$ cat config.mk
export PLATFORM = sky130hd
export DESIGN_NAME = apb_event_completer
export DESIGN_NICKNAME = d
export VERILOG_FILES = /design/src/rtl/apb_event_completer.sv
export SDC_FILE = /design/constraint.sdc
export NUM_CORES = 1
export LEC_CHECK = 0
export ABC_CLOCK_PERIOD_IN_PS = 8700
export CAP_MARGIN = 10
export CORE_MARGIN = 2
export CORE_UTILIZATION = 59
export DETAILED_ROUTE_END_ITERATION = 8
export MAX_ROUTING_LAYER = met4
export PLACE_DENSITY_LB_ADDON = 0.3
export SKIP_LAST_GASP = 1
export SYNTH_ARGS = -nofsm -noshare
export SYNTH_HDL_FRONTEND = slang
export SYNTH_SLANG_ARGS = --single-unit
export TNS_END_PERCENT = 10
$ cat constraint.sdc
create_clock -name clk -period 8.7 [get_ports clk]
set_input_delay 0.87 -clock clk [delete_from_list [all_inputs] [get_ports clk]]
set_output_delay 0.87 -clock clk [all_outputs]
set_load 0.01 [all_outputs]
$ cat src/rtl/apb_event_completer.sv
// APB completer that pushes write data into an event FIFO drained by a valid/ready consumer.
// Blocked pushes insert wait states and are dropped with an error after TIMEOUT cycles.
module apb_event_completer #(
  parameter int unsigned DEPTH   = 4,
  parameter int unsigned TIMEOUT = 16
) (
  input  logic        clk,
  input  logic        reset,
  input  logic        psel,
  input  logic        penable,
  input  logic        pwrite,
  input  logic [7:0]  paddr,
  input  logic [31:0] pwdata,
  output logic [31:0] prdata,
  output logic        pready,
  output logic        pslverr,
  output logic        evt_valid,
  output logic [31:0] evt_data,
  input  logic        evt_ready
);

  localparam int unsigned AW = (DEPTH > 1) ? $clog2(DEPTH) : 1;
  localparam int unsigned LW = $clog2(DEPTH + 1);
  localparam int unsigned WW = (TIMEOUT > 1) ? $clog2(TIMEOUT) : 1;
  localparam logic [WW-1:0] WaitLast  = WW'(TIMEOUT - 1);
  localparam logic [LW-1:0] LevelFull = LW'(DEPTH);

  logic [31:0]   mem_q [DEPTH];
  logic [AW-1:0] wr_ptr_q, rd_ptr_q;
  logic [LW-1:0] level_q;
  logic [WW-1:0] wait_q;
  logic [7:0]    drop_q;
  logic [15:0]   count_q;

  logic        access, sel_push, sel_stat, sel_cnt;
  logic        full, empty, pop, push_req, push_ok, push_drop, cnt_clr;
  logic [5:0]  reg_idx;
  logic [31:0] status;

  assign access    = psel & penable & ~reset;
  assign reg_idx   = paddr[7:2];
  assign sel_push  = (reg_idx == 6'd0);
  assign sel_stat  = (reg_idx == 6'd1);
  assign sel_cnt   = (reg_idx == 6'd2);

  assign full      = (level_q == LevelFull);
  assign empty     = (level_q == '0);
  assign evt_valid = ~empty & ~reset;
  assign evt_data  = evt_valid ? mem_q[rd_ptr_q] : 32'h0;
  assign pop       = evt_valid & evt_ready;

  // A full FIFO still accepts when the consumer frees a slot in the same cycle.
  assign push_req  = access & pwrite & sel_push;
  assign push_ok   = push_req & (~full | pop);
  assign push_drop = push_req & ~push_ok & (wait_q == WaitLast);
  assign cnt_clr   = access & pwrite & sel_cnt;

  assign status    = {16'h0, drop_q, 2'b00, empty, full, 4'(level_q)};

  always_comb begin
    pready  = 1'b0;
    pslverr = 1'b0;
    prdata  = 32'h0;
    if (access) begin
      if (sel_push) begin
        if (!pwrite || push_ok) begin
          pready = 1'b1;
        end else if (push_drop) begin
          pready  = 1'b1;
          pslverr = 1'b1;
        end
      end else if (sel_stat) begin
        pready = 1'b1;
        if (pwrite) pslverr = 1'b1;
        else        prdata  = status;
      end else if (sel_cnt) begin
        pready = 1'b1;
        if (!pwrite) prdata = {16'h0, count_q};
      end else begin
        pready  = 1'b1;
        pslverr = 1'b1;
      end
    end
  end

  always_ff @(posedge clk or posedge reset) begin
    if (reset) begin
      for (int i = 0; i < int'(DEPTH); i++) mem_q[i] <= 32'h0;
      wr_ptr_q <= '0;
      rd_ptr_q <= '0;
      level_q  <= '0;
      wait_q   <= '0;
      drop_q   <= 8'h0;
      count_q  <= 16'h0;
    end else begin
      if (push_ok) begin
        mem_q[wr_ptr_q] <= pwdata;
        wr_ptr_q        <= wr_ptr_q + AW'(1);
      end
      if (pop) rd_ptr_q <= rd_ptr_q + AW'(1);

      if (push_ok && !pop)      level_q <= level_q + LW'(1);
      else if (!push_ok && pop) level_q <= level_q - LW'(1);

      if (push_drop && drop_q != 8'hFF) drop_q <= drop_q + 8'd1;

      if (cnt_clr)  count_q <= pop ? 16'd1 : 16'd0;
      else if (pop) count_q <= count_q + 16'd1;

      if (!psel || pready) wait_q <= '0;
      else if (push_req)   wait_q <= wait_q + WW'(1);
    end
  end

endmodule

; ---- After elaboration in Yosys (flattened, before gate mapping)
; Cells that the tools add are included.
; Widths: inputs -> output; s select.
[word_totals]
register_bits = 163
latchBits = 0
ram_bits = 0
romBits = 0
inputBits = 46
output_inout_bits = 67
elab_cells = 87
n_memories = 0
[classes]
n_addsub = 7
n_mul = 0
n_div = 0
n_lt_le_gt_ge = 3
eq_ne = 5
n_shift = 0
muxes = 30
n_bitwise = 17
reduce_logical = 15
[ops]
columns = op, count
row1 = $mux 32, 7
row2 = $bwmux 128, 1
row3 = $mux 16, 5
row4 = $bmux 32 s2, 1
row5 = $demux 32 s2, 1
row6 = $add 16x1->16 const B, 1
row7 = $mux 1, 11
row8 = $and 1x1->1, 10
row9 = $add 8x1->8 const B, 1
row10 = $mux 4, 2
row11 = $ne 8x8->1 const B, 1
row12 = $eq 6x1->1 const B, 1
row13 = $eq 6x2->1 const B, 1
row14 = $ge 3x3->1 const B, 2
row15 = $logic_not 6->1, 1
row16 = $mux 3, 2
row17 = $not 2->3, 2
row18 = $reduce_bool 2->1, 3
row19 = $add 2x1->2 const B, 2
row20 = $add 4x1->4 const B, 1
row21 = $eq 4x4->1 const B, 1
row22 = $logic_and 1x1->1, 4
row23 = $logic_not 1->1, 4
row24 = $not 1->1, 4
row25 = 7 further kinds, 8

; ---- Longest topological paths before layout
; Gate-level depths: netlist of run 1.
[logic_depth]
depth_word = 15
depth_mapped = 11
depth_no_buf = 10

; ---- Worst setup path after synthesis of run 1
; No wires, ideal clock.
[synth_timing]
path_type = input port to output port
from = in reset
to = out prdata[10]
t_arrival_ns = 5.647
t_required_ns = 7.830
setup_slack_ns = 2.183
path_stages = 5
path_buffers = 1
path_cell_list = inv_1 nand3_1 or3_1 buf_2 nor2_1
[synth_between]
elab_chain_cells = 3
[synth_rtl]
columns = element, line_no
row1 = start: declaration, 8  ; input logic reset,
row2 = $not 1->1, 40  ; assign access = psel & penable & ~reset;
row3 = $and 1x1->1, 40
row4 = $mux 32, 64  ; if (access) begin
row5 = end: declaration, 14  ; output logic [31:0] prdata,
; Every way passes these cells.

; ---- Final worst setup path of run 1
[layout_timing]
from = in paddr[5]
to = out prdata[0]
[layout_between]
elab_chain_cells = 5
word_cells_on_any_way = 7
classes_between = eq/ne: 2 / mux: 4 / reduce/logical: 1
[layout_rtl]
columns = element, line_no
row1 = start: declaration, 12  ; input logic [7:0] paddr,
row2 = $eq 6x2->1, 44  ; assign sel_cnt = (reg_idx == 6'd2);
row3 = $mux 16, 76  ; end else if (sel_cnt) begin
row4 = $mux 32, 72  ; end else if (sel_stat) begin
row5 = $mux 32 *, 65  ; if (sel_push) begin
row6 = $mux 32 *, 64
; Every way passes the cells marked *; elsewhere a longest branch is shown, timed or not.

==> results of run 1 <==
synthesized netlist by cell type, types with 5 or more instances:
cell type	number	area, µm²
ha_1	8	100
a21oi_1	8	40.0
xnor2_1	12	105
or3_1	5	31.3
mux2_1	6	67.6
xor2_1	12	105
clkbuf_1	12	45.0
nand2_1	15	56.3
mux4_2	32	721
nor4_1	9	56.3
nand4_1	8	50.1
nand3_1	7	35.0
buf_2	5	25.0
nor2_1	27	101
inv_1	8	30.0
mux2_2	127	1430
and2_1	32	200
nor3_1	7	35.0
a22oi_1	11	82.6
nor3b_1	7	52.6
and3_1	9	56.3
buf_4	29	218
dfrtp_1	163	4080
per-stage QoR:
| stage | std cells | power (W) | utilization [%] | cell area [µm²] |
|---|---|---|---|---|
| finish | 869 | 0.00184 | 72.4 | 9620 |
| global route | 869 | 0.00191 | 72.4 | 9620 |
| CTS | 868 | 0.00185 | 72.2 | 9600 |
| detailed placement | 836 | 0.00114 | 67.9 | 9030 |
| global placement | 836 | 0.00113 | 67.9 | 9030 |
| floorplan | 607 | 0.00105 | - | 8110 |
how the worst max path moves through the flow:
stage          startpoint          to  slack (ns)  cells after the start
2_1_floorplan       reset  prdata[10]        2.18                      5
3_3_place_gp     paddr[5]   prdata[0]        4.24                      6
3_5_place_dp     paddr[5]   prdata[2]        4.18                      6
4_1_cts          paddr[5]   prdata[0]        4.14                      6
5_1_grt          paddr[5]   prdata[0]        3.99                      6
6_report         paddr[5]   prdata[0]        4.12                      6
kinds of logic (layout without fill, tap and decap cells):
logic type / after synthesis / count (layout) / share of synthesized area [%]
flops: 163 / 163 / 50.6
other cells: 1 / 16 / 0.0465
xor+xnor: 24 / 24 / 2.61
fa+ha+maj: 9 / 9 / 1.49
compound gates: 28 / 28 / 2.27
buf+inv: 55 / 141 / 4.08
mux: 166 / 166 / 27.7
simple gates: 146 / 146 / 11.2
power by group through the flow:
stage	Combinational [W]	Sequential, W	Clock [W]
CTS	0.000274	0.000853	0.000725
finish	0.000271	0.000852	0.000713
detailed placement	0.000274	0.000865	0
global route	0.000299	0.000860	0.000755
global placement	0.000267	0.000866	0
floorplan	0.000222	0.000824	0
worst max-delay path: stages:
cell and delay [ns]:
clkdlybuf4s50_1 0.46, or4_4 0.57, nor3b_2 0.81, a22oi_1 0.22, nor2_1 0.20, clkdlybuf4s50_1 0.57
metal layers:
metal	wire [µm]	share of wire [%]	vias up
met5	0	0	-
met2	8360	51	118
met1	7210	44	2628
li1	-	-	2307
met4	210	1.3	0
met3	606	3.7	17
flip-flops by register name, indices dropped and copies added, names as in the netlist:
signal,cells
mem_q,128
count_q,16
drop_q,8
wait_q,4
level_q,3
rd_ptr_q,2
wr_ptr_q,2
final cells by class:
type | count | area, µm² | area share [%]
clock buffer | 24 | 492 | 5.11
multi-input combinational | 389 | 3710 | 38.5
sequential | 163 | 4080 | 42.4
tap | 176 | 220 | 2.29
inverter | 8 | 35.0 | 0.364
timing repair buffer | 101 | 1010 | 10.5
clock inverter | 8 | 75.1 | 0.780
cell usage in the layout, fill, tap and decap left out, types with 2 or more instances in the layout:
cell type / n
buf_4: 6
xor2_1: 12
ha_1: 8
and3_1: 9
nor3_1: 7
mux2_2: 127
nor2_1: 26
o21ai_0: 4
clkdlybuf4s50_1: 94
nand3_4: 4
a22oi_1: 11
mux2_1: 6
and2_1: 32
nand2b_1: 3
o31ai_1: 2
and4b_1: 2
dfrtp_1: 162
inv_6: 2
xnor2_1: 12
clkbuf_1: 3
clkbuf_16: 17
conb_1: 16
inv_1: 7
or3_1: 5
nor4_1: 9
mux4_2: 32
nand4_1: 8
nor3b_1: 7
nand3_1: 7
clkinv_2: 4
clkbuf_8: 4
nand2_1: 15
or4_1: 3
a21oi_1: 8
==> out/metrics.cfg, run 1 <==
[global_routing]
first_global_vias = 5375
met1_usage_pct = 31.8
grt_pass1_wl_um = 27000
gr-usage-met3_pct = 4.04
busiest_layer = met2
overflow = 0
globalRouteMet2Util_pct = 40.7
grt_antenna_before_repair = 0
grtUsageTotal_pct = 24.8
grt_max_degree = 96

[logic_synthesis]
synth.cell_area_um2 = 8060
synth_warnings = 0
synth_edf_count = 0
async_flop_share_pct = 100
yosysSeqAreaShare_pct = 50.6
syn_avg_cell_area_um2 = 13.6
ys_types = 44
syn_inst = 592
ys_ff_latch = 163
ys.flop_type = dfrtp_1

[cts]
worstSkewPairLatency_ns = 0.42
cts_resized = 0
cts_buffer_depth = 2
cts_buffers = 17
root_buffer = clkbuf_16
cts_max_level = 4
path_clk_slew_ns = 0.06
post_cts_buffers = 0
cts_tree = built
cts.hold.buffers_added = 0
cts_sinks = 163

[power]
clkPwrFrac_pct = 38.9
p_per_area_nw_per_um2 = 191
p_switching_w = 0.000496
cell_internal_pwr_w = 0.00134
p_leak_nw = 4.49
swShare_pct = 27.0
p_comb_share_pct = 14.8
ir_drop_uv = 144
power_frac_seq_pct = 46.4

[placement]
portBuffers = 94
finalWeightedCongestion = 0.877
post-place-ws_ns = 4.18
hpwl_um = 10300

[finish]
antenna_cells = 0
fillCellCount = 899
area_delta_synth_final_pct = 19.4
layout.nets = 735
drive_gt1_share_pct = 29.7

[detailed_routing]
routed_via_density = 5.83
drc = 0
final_antenna_net_count = 0
drt_iter0_drc = 430
firstDrtPassIters = 4
routed_wl_um = 16400
vias = 5070
wl_per_cell_um = 18.8

[timing]
relSlewSlack_pct = 33.6
worst_pin_slew_ns = 0.991
rsz0062_at_grt = no
setup_viol = 0
min_period_ns = 4.58
min_period_over_period_pct = 52.7
whs_ns = 0.490
fin_tns_setup_ns = 0
hold_viol_final = 0
finClkSkew_ns = 0.00863
layout_setup_ws_ns = 4.12
max_freq_ghz = 0.218
slew_violations = 0

[floorplanning]
dieArea_um2 = 14600
start_util_pct = 60.6
io_pins = 113
coreArea_um2 = 13300
die_x_um = 121
dieHeight_um = 121
std_cell_rows = 42

[setup_path]
r2r_cells = 8
path_class = input pin to output port
critPathMaxFanout = 17
worst-r2r-setup-slack_ns = 6.03
end_kind = output port
required_ns = 7.83
crit_path_start_kind = input pin
reg2reg_to = level_q[1]
arrival_ns = 3.71
rr_startpoint = level_q[0]

[min_path]
min_path_cells = 1
min_to = mem_q[68]
hp-class = flip-flop to flip-flop
hp-start = mem_q[68]

[status]
status = completed

[flow_run]
max-cap-violations = 0

No activity file was read; power rests on OpenSTA's default activity.
==> inputs of run 2 (changes only) <==
- ABC_CLOCK_PERIOD_IN_PS: 8700 -> 3740
- CORE_UTILIZATION: 59 -> 50
- clock period: 8.7 -> 3.74 ns (I/O delays scaled with it)
==> run 2 against run 1 <==
Against the previous run: via count about the same; critical path depth is 1 higher; register-to-register slack worse by 4.9 ns; routed wire length up 1.5%; cell count is 4.6% higher; largest cell class unchanged; largest power group unchanged; highest routed layer unchanged.
==> out/metrics.cfg, run 2 (same netlist as run 1, synthesis figures left out) <==
[power]
cell_internal_pwr_w = 0.00319
clkPwrFrac_pct = 39.2
ir_drop_uv = 337
p_total_w = 0.00432
p_switching_w = 0.00113
swShare_pct = 26.1
power_frac_seq_pct = 47.0
p_comb_share_pct = 13.8
p_leak_nw = 4.51
p_per_area_nw_per_um2 = 444

[detailed_routing]
firstDrtPassIters = 4
vias = 5072
final_antenna_net_count = 0
drt_iter0_drc = 254
routed_wl_um = 16600
wl_per_cell_um = 18.3
drc = 0
routed_via_density = 5.58

[global_routing]
grt_antenna_before_repair = 0
gr-usage-met3_pct = 4.03
globalRouteMet2Util_pct = 35.6
met1_usage_pct = 25.4
first_global_vias = 5342
busiest_layer = met2
grt_pass1_wl_um = 26500
overflow = 0
grt_max_degree = 91
grtUsageTotal_pct = 21.1

[cts]
post_cts_buffers = 0
cts_max_level = 4
path_clk_slew_ns = 0.06
cts_buffer_depth = 2
cts.hold.buffers_added = 0
root_buffer = clkbuf_16
cts_tree = built
cts_sinks = 163
cts_resized = 0
cts_buffers = 17
worstSkewPairLatency_ns = 0.42

[timing]
slew_violations = 0
min_period_over_period_pct = 82.7
relSlewSlack_pct = 40.1
finClkSkew_ns = 0.00988
max_freq_ghz = 0.323
setup_viol = 0
hold_viol_final = 0
min_period_ns = 3.09
worst_pin_slew_ns = 0.899
rsz0062_at_grt = no

[finish]
layout.nets = 738
largest_reg_flops = 128
layout_commonest_cell = dfrtp_1
regMostFlops = mem_q
multi_input_area_um2 = 3720
antenna_cells = 0
mostFrequentLayoutCells = dfrtp_1 (161), mux2_2 (127), clkdlybuf4s50_1 (94)
top_regs = mem_q: 128 flops, count_q: 16 flops, drop_q: 8 flops
drive_gt1_share_pct = 30.0
stdcell_count = 909
fillCellCount = 1195
seqCellArea_um2 = 4080
area_delta_synth_final_pct = 20.7

[setup_path]
path_class = input pin to output port
crit_path_start_kind = input pin
end_kind = output port
critPathMaxFanout = 13
arrival_ns = 2.72
required_ns = 3.37

[placement]
finalWeightedCongestion = 0.830
portBuffers = 94
hpwl_um = 10900
place_inst = 879

[floorplanning]
dieHeight_um = 131
std_cell_rows = 46
coreArea_um2 = 15800
io_pins = 113
die_x_um = 131
dieArea_um2 = 17100
start_util_pct = 50.9

[status]
status = completed

[flow_run]
max-cap-violations = 0

[min_path]
hp-class = flip-flop to flip-flop

## run 2: cell count changes in the layout (fill, tap and decap cells not counted), sizes merged
cell / change
bufinv: +1
clkinv: -3
buf: +3
inv: -2
clkbuf: +1
## run 2: power by group through the flow
stage | sequential, W | combinational [W] | clock, W
CTS | 0.00203 | 0.000605 | 0.00172
floorplan | 0.00192 | 0.000518 | 0
finish | 0.00203 | 0.000595 | 0.00169
global route | 0.00205 | 0.000654 | 0.00181
global placement | 0.00206 | 0.000588 | 0
detailed placement | 0.00206 | 0.000604 | 0
## run 2: path summary, 6_finish.rpt
kind / start / end / slack (ns) / cells after the start
max: paddr[5] / prdata[4] / 0.65 / 7
min: mem_q[71] / mem_q[71] / 0.50 / 1
max reg2reg: level_q[0] / level_q[1] / 1.12 / 8
min reg2reg: mem_q[71] / mem_q[71] / 0.50 / 1
max in group asynchronous: reset / rd_ptr_q[0] / 1.69 / 4
min in group asynchronous: reset / wait_q[2] / 0.67 / 3
## run 2: layer usage
layer | vias to the layer above | wire length, µm
met2 | 128 | 8710
li1 | 2300 | -
met3 | 25 | 668
met1 | 2619 | 6950
met4 | 0 | 301
met5 | - | 0
## run 2: layout make-up
type | count | area share (%)
sequential | 163 | 42.0
multi-input combinational | 389 | 38.2
timing repair buffer | 104 | 10.8
clock buffer | 25 | 5.10
tap | 216 | 2.78
clock inverter | 4 | 0.759
inverter | 8 | 0.347
## run 2: worst max-delay path, stage by stage
cell             delay, ns
clkdlybuf4s50_1       0.46
or4_4                 0.57
nor3b_1               0.22
buf_4                 0.23
a32oi_1               0.17
nor2_1                0.13
clkdlybuf4s50_1       0.56
## run 2: stage by stage
step                      area, µm²  setup WS (ns)  hold WS (ns)  setup TNS [ns]  utilization, %
after CTS                      9690          0.666         0.502               0            61.2
after detailed placement       9130          0.586         0.489               0            57.7
after global routing           9720          0.553         0.515               0            61.4
after global placement         9130          0.636         0.469               0            57.7
final                          9720          0.647         0.497               0            61.4
after floorplan                8130         -0.210         0.459           -2.77               -
==> inputs of run 3 (changes only) <==
- ABC_CLOCK_PERIOD_IN_PS: 3740 -> 3000
- CORE_UTILIZATION: 50 -> 55
- clock period: 3.74 -> 3 ns (I/O delays scaled with it)
==> run 3 against run 2 <==
Against the previous run: critical path depth unchanged; global-route usage up 2.2 points; via count up 2.9%; routed wire length up 1.7%; non-clock buffer count up 13; sequential cell count unchanged; worst hold slack worse by 0.0030 ns; critical path type unchanged; highest routed layer unchanged.
==> out/metrics.cfg, run 3 (same netlist as run 1, synthesis figures left out) <==
[setup_path]
crit_path_start = paddr[5]
crit_top_cell = clkdlybuf4s50_1
critPathMaxFanout = 17
cp.depth = 7
crit_end = prdata[15]
cp_num_buf_inv = 3
path_cells = clkdlybuf4s50_1 > or4_4 > nor3b_2 > buf_4 > nand2_1 > a21oi_1 > clkdlybuf4s50_1
r2r_cells = 9
rr_startpoint = level_q[0]
crit_path_start_kind = input pin
slowest_stage = clkdlybuf4s50_1
path_class = input pin to output port
reg2reg_to = level_q[2]
critPathMaxStageDelay_ns = 0.58
required_ns = 2.70
end_kind = output port
worst-r2r-setup-slack_ns = 0.77
arrival_ns = 2.63
cp_top_family = buffers and inverters

[global_routing]
overflow = 0
first_global_vias = 5485
grt_pass1_wl_um = 27900
grt_max_degree = 164
grt_antenna_before_repair = 0
grtUsageTotal_pct = 23.4

[min_path]
hp-class = flip-flop to flip-flop

[detailed_routing]
routed.top_layer = met4
met2WireLength_um = 8910
wl_met3_um = 693
firstDrtPassIters = 4
drt-met1-wl_um = 7050
drc = 0
final_antenna_net_count = 0
vias = 5221
wl_per_cell_um = 18.9
routed_via_density = 5.85
drt_iter0_drc = 330
routed_wl_um = 16900

[finish]
layout_commonest_cell = dfrtp_1
drive_gt1_share_pct = 31.9
top_regs = mem_q: 128 flops, count_q: 16 flops, drop_q: 8 flops
antenna_cells = 0
fillCellCount = 984
multi_input_area_um2 = 3720
final_area_um2 = 9860
mostFrequentLayoutCells = dfrtp_1 (161), mux2_2 (127), clkdlybuf4s50_1 (94)
largest_reg_flops = 128
seqCellArea_um2 = 4080
regMostFlops = mem_q
layout.nets = 751
area_delta_synth_final_pct = 22.4

[cts]
path_clk_slew_ns = 0.06
cts_sinks = 163
worstSkewPairLatency_ns = 0.43
cts_tree = built
post_cts_buffers = 0
root_buffer = clkbuf_16
cts_buffers = 17
cts_max_level = 4
cts_buffer_depth = 2

[power]
cell_internal_pwr_w = 0.00425
p_leak_nw = 4.60
swShare_pct = 25.9
ir_drop_uv = 465
power_frac_seq_pct = 43.1
p_per_area_nw_per_um2 = 581
clkPwrFrac_pct = 41.8
p_comb_share_pct = 15.2
p_total_w = 0.00573
p_switching_w = 0.00148

[timing]
relSlewSlack_pct = 41.9
hold_viol_final = 0
min_period_over_period_pct = 97.7
min_period_ns = 2.93
layout_setup_ws_ns = 0.0699
finClkSkew_ns = 0.00824
rsz0062_at_grt = yes
worst_pin_slew_ns = 0.871
whs_ns = 0.494
max_freq_ghz = 0.341
setup_viol = 0
slew_violations = 0

[floorplanning]
io_pins = 113
std_cell_rows = 44
dieArea_um2 = 15600
coreArea_um2 = 14400
die_x_um = 125
start_util_pct = 55.9
dieHeight_um = 125

[placement]
place_area_um2 = 9200
finalWeightedCongestion = 0.853
hpwl_um = 11100
portBuffers = 94
post-place-ws_ns = 0.140

[flow_run]
max-cap-violations = 0

[status]
status = completed

## run 3: final cells by class
class,instances,share of cell area (%)
Multi-Input combinational cell,389,37.8
Tap cell,184,2.33
Timing Repair Buffer,117,11.5
Clock buffer,23,4.85
Clock inverter,9,1.78
Sequential cell,163,41.4
Inverter,8,0.343
## run 3: worst min path at each step
| stage | startpoint | end | cells past startpoint |
|---|---|---|---|
| after CTS | mem_q[70] | mem_q[70] | 1 |
| final | mem_q[70] | mem_q[70] | 1 |
| after global placement | mem_q[70] | mem_q[70] | 1 |
| after global routing | mem_q[61] | mem_q[61] | 1 |
| after floorplan | pwdata[30] | mem_q[126] | 1 |
| after detailed placement | mem_q[70] | mem_q[70] | 1 |
## run 3: timing repair
| item | in CTS | in global routing |
|---|---|---|
| hold buffers | 0 | 0 |
| resized for setup | 0 | 1 |
| endpoints found under the setup margin | 0 | 14 |
## run 3: power groups by stage
stage | Sequential, W | Clock (W) | Combinational, W
after floorplan | 0.00239 | 0 | 0.000646
after global placement | 0.00250 | 0 | 0.000858
after detailed placement | 0.00250 | 0 | 0.000877
after CTS | 0.00246 | 0.00243 | 0.000883
after global routing | 0.00248 | 0.00253 | 0.000951
final | 0.00247 | 0.00239 | 0.000868
## run 3: per-stage QoR
stage / util, % / cells / TNS (ns)
floorplan: - / 607 / -15.80
global placement: 63.8 / 861 / 0
detailed placement: 63.8 / 861 / 0
CTS: 68.3 / 893 / 0
global route: 68.4 / 893 / -0.0117
finish: 68.4 / 893 / 0
## run 3: metal layers
layer | track usage [%] | vias up
li1 | - | 2336
met2 | 39.9 | 122
met3 | 5.56 | 25
met5 | - | -
met4 | 6.47 | 0
met1 | 27.9 | 2738
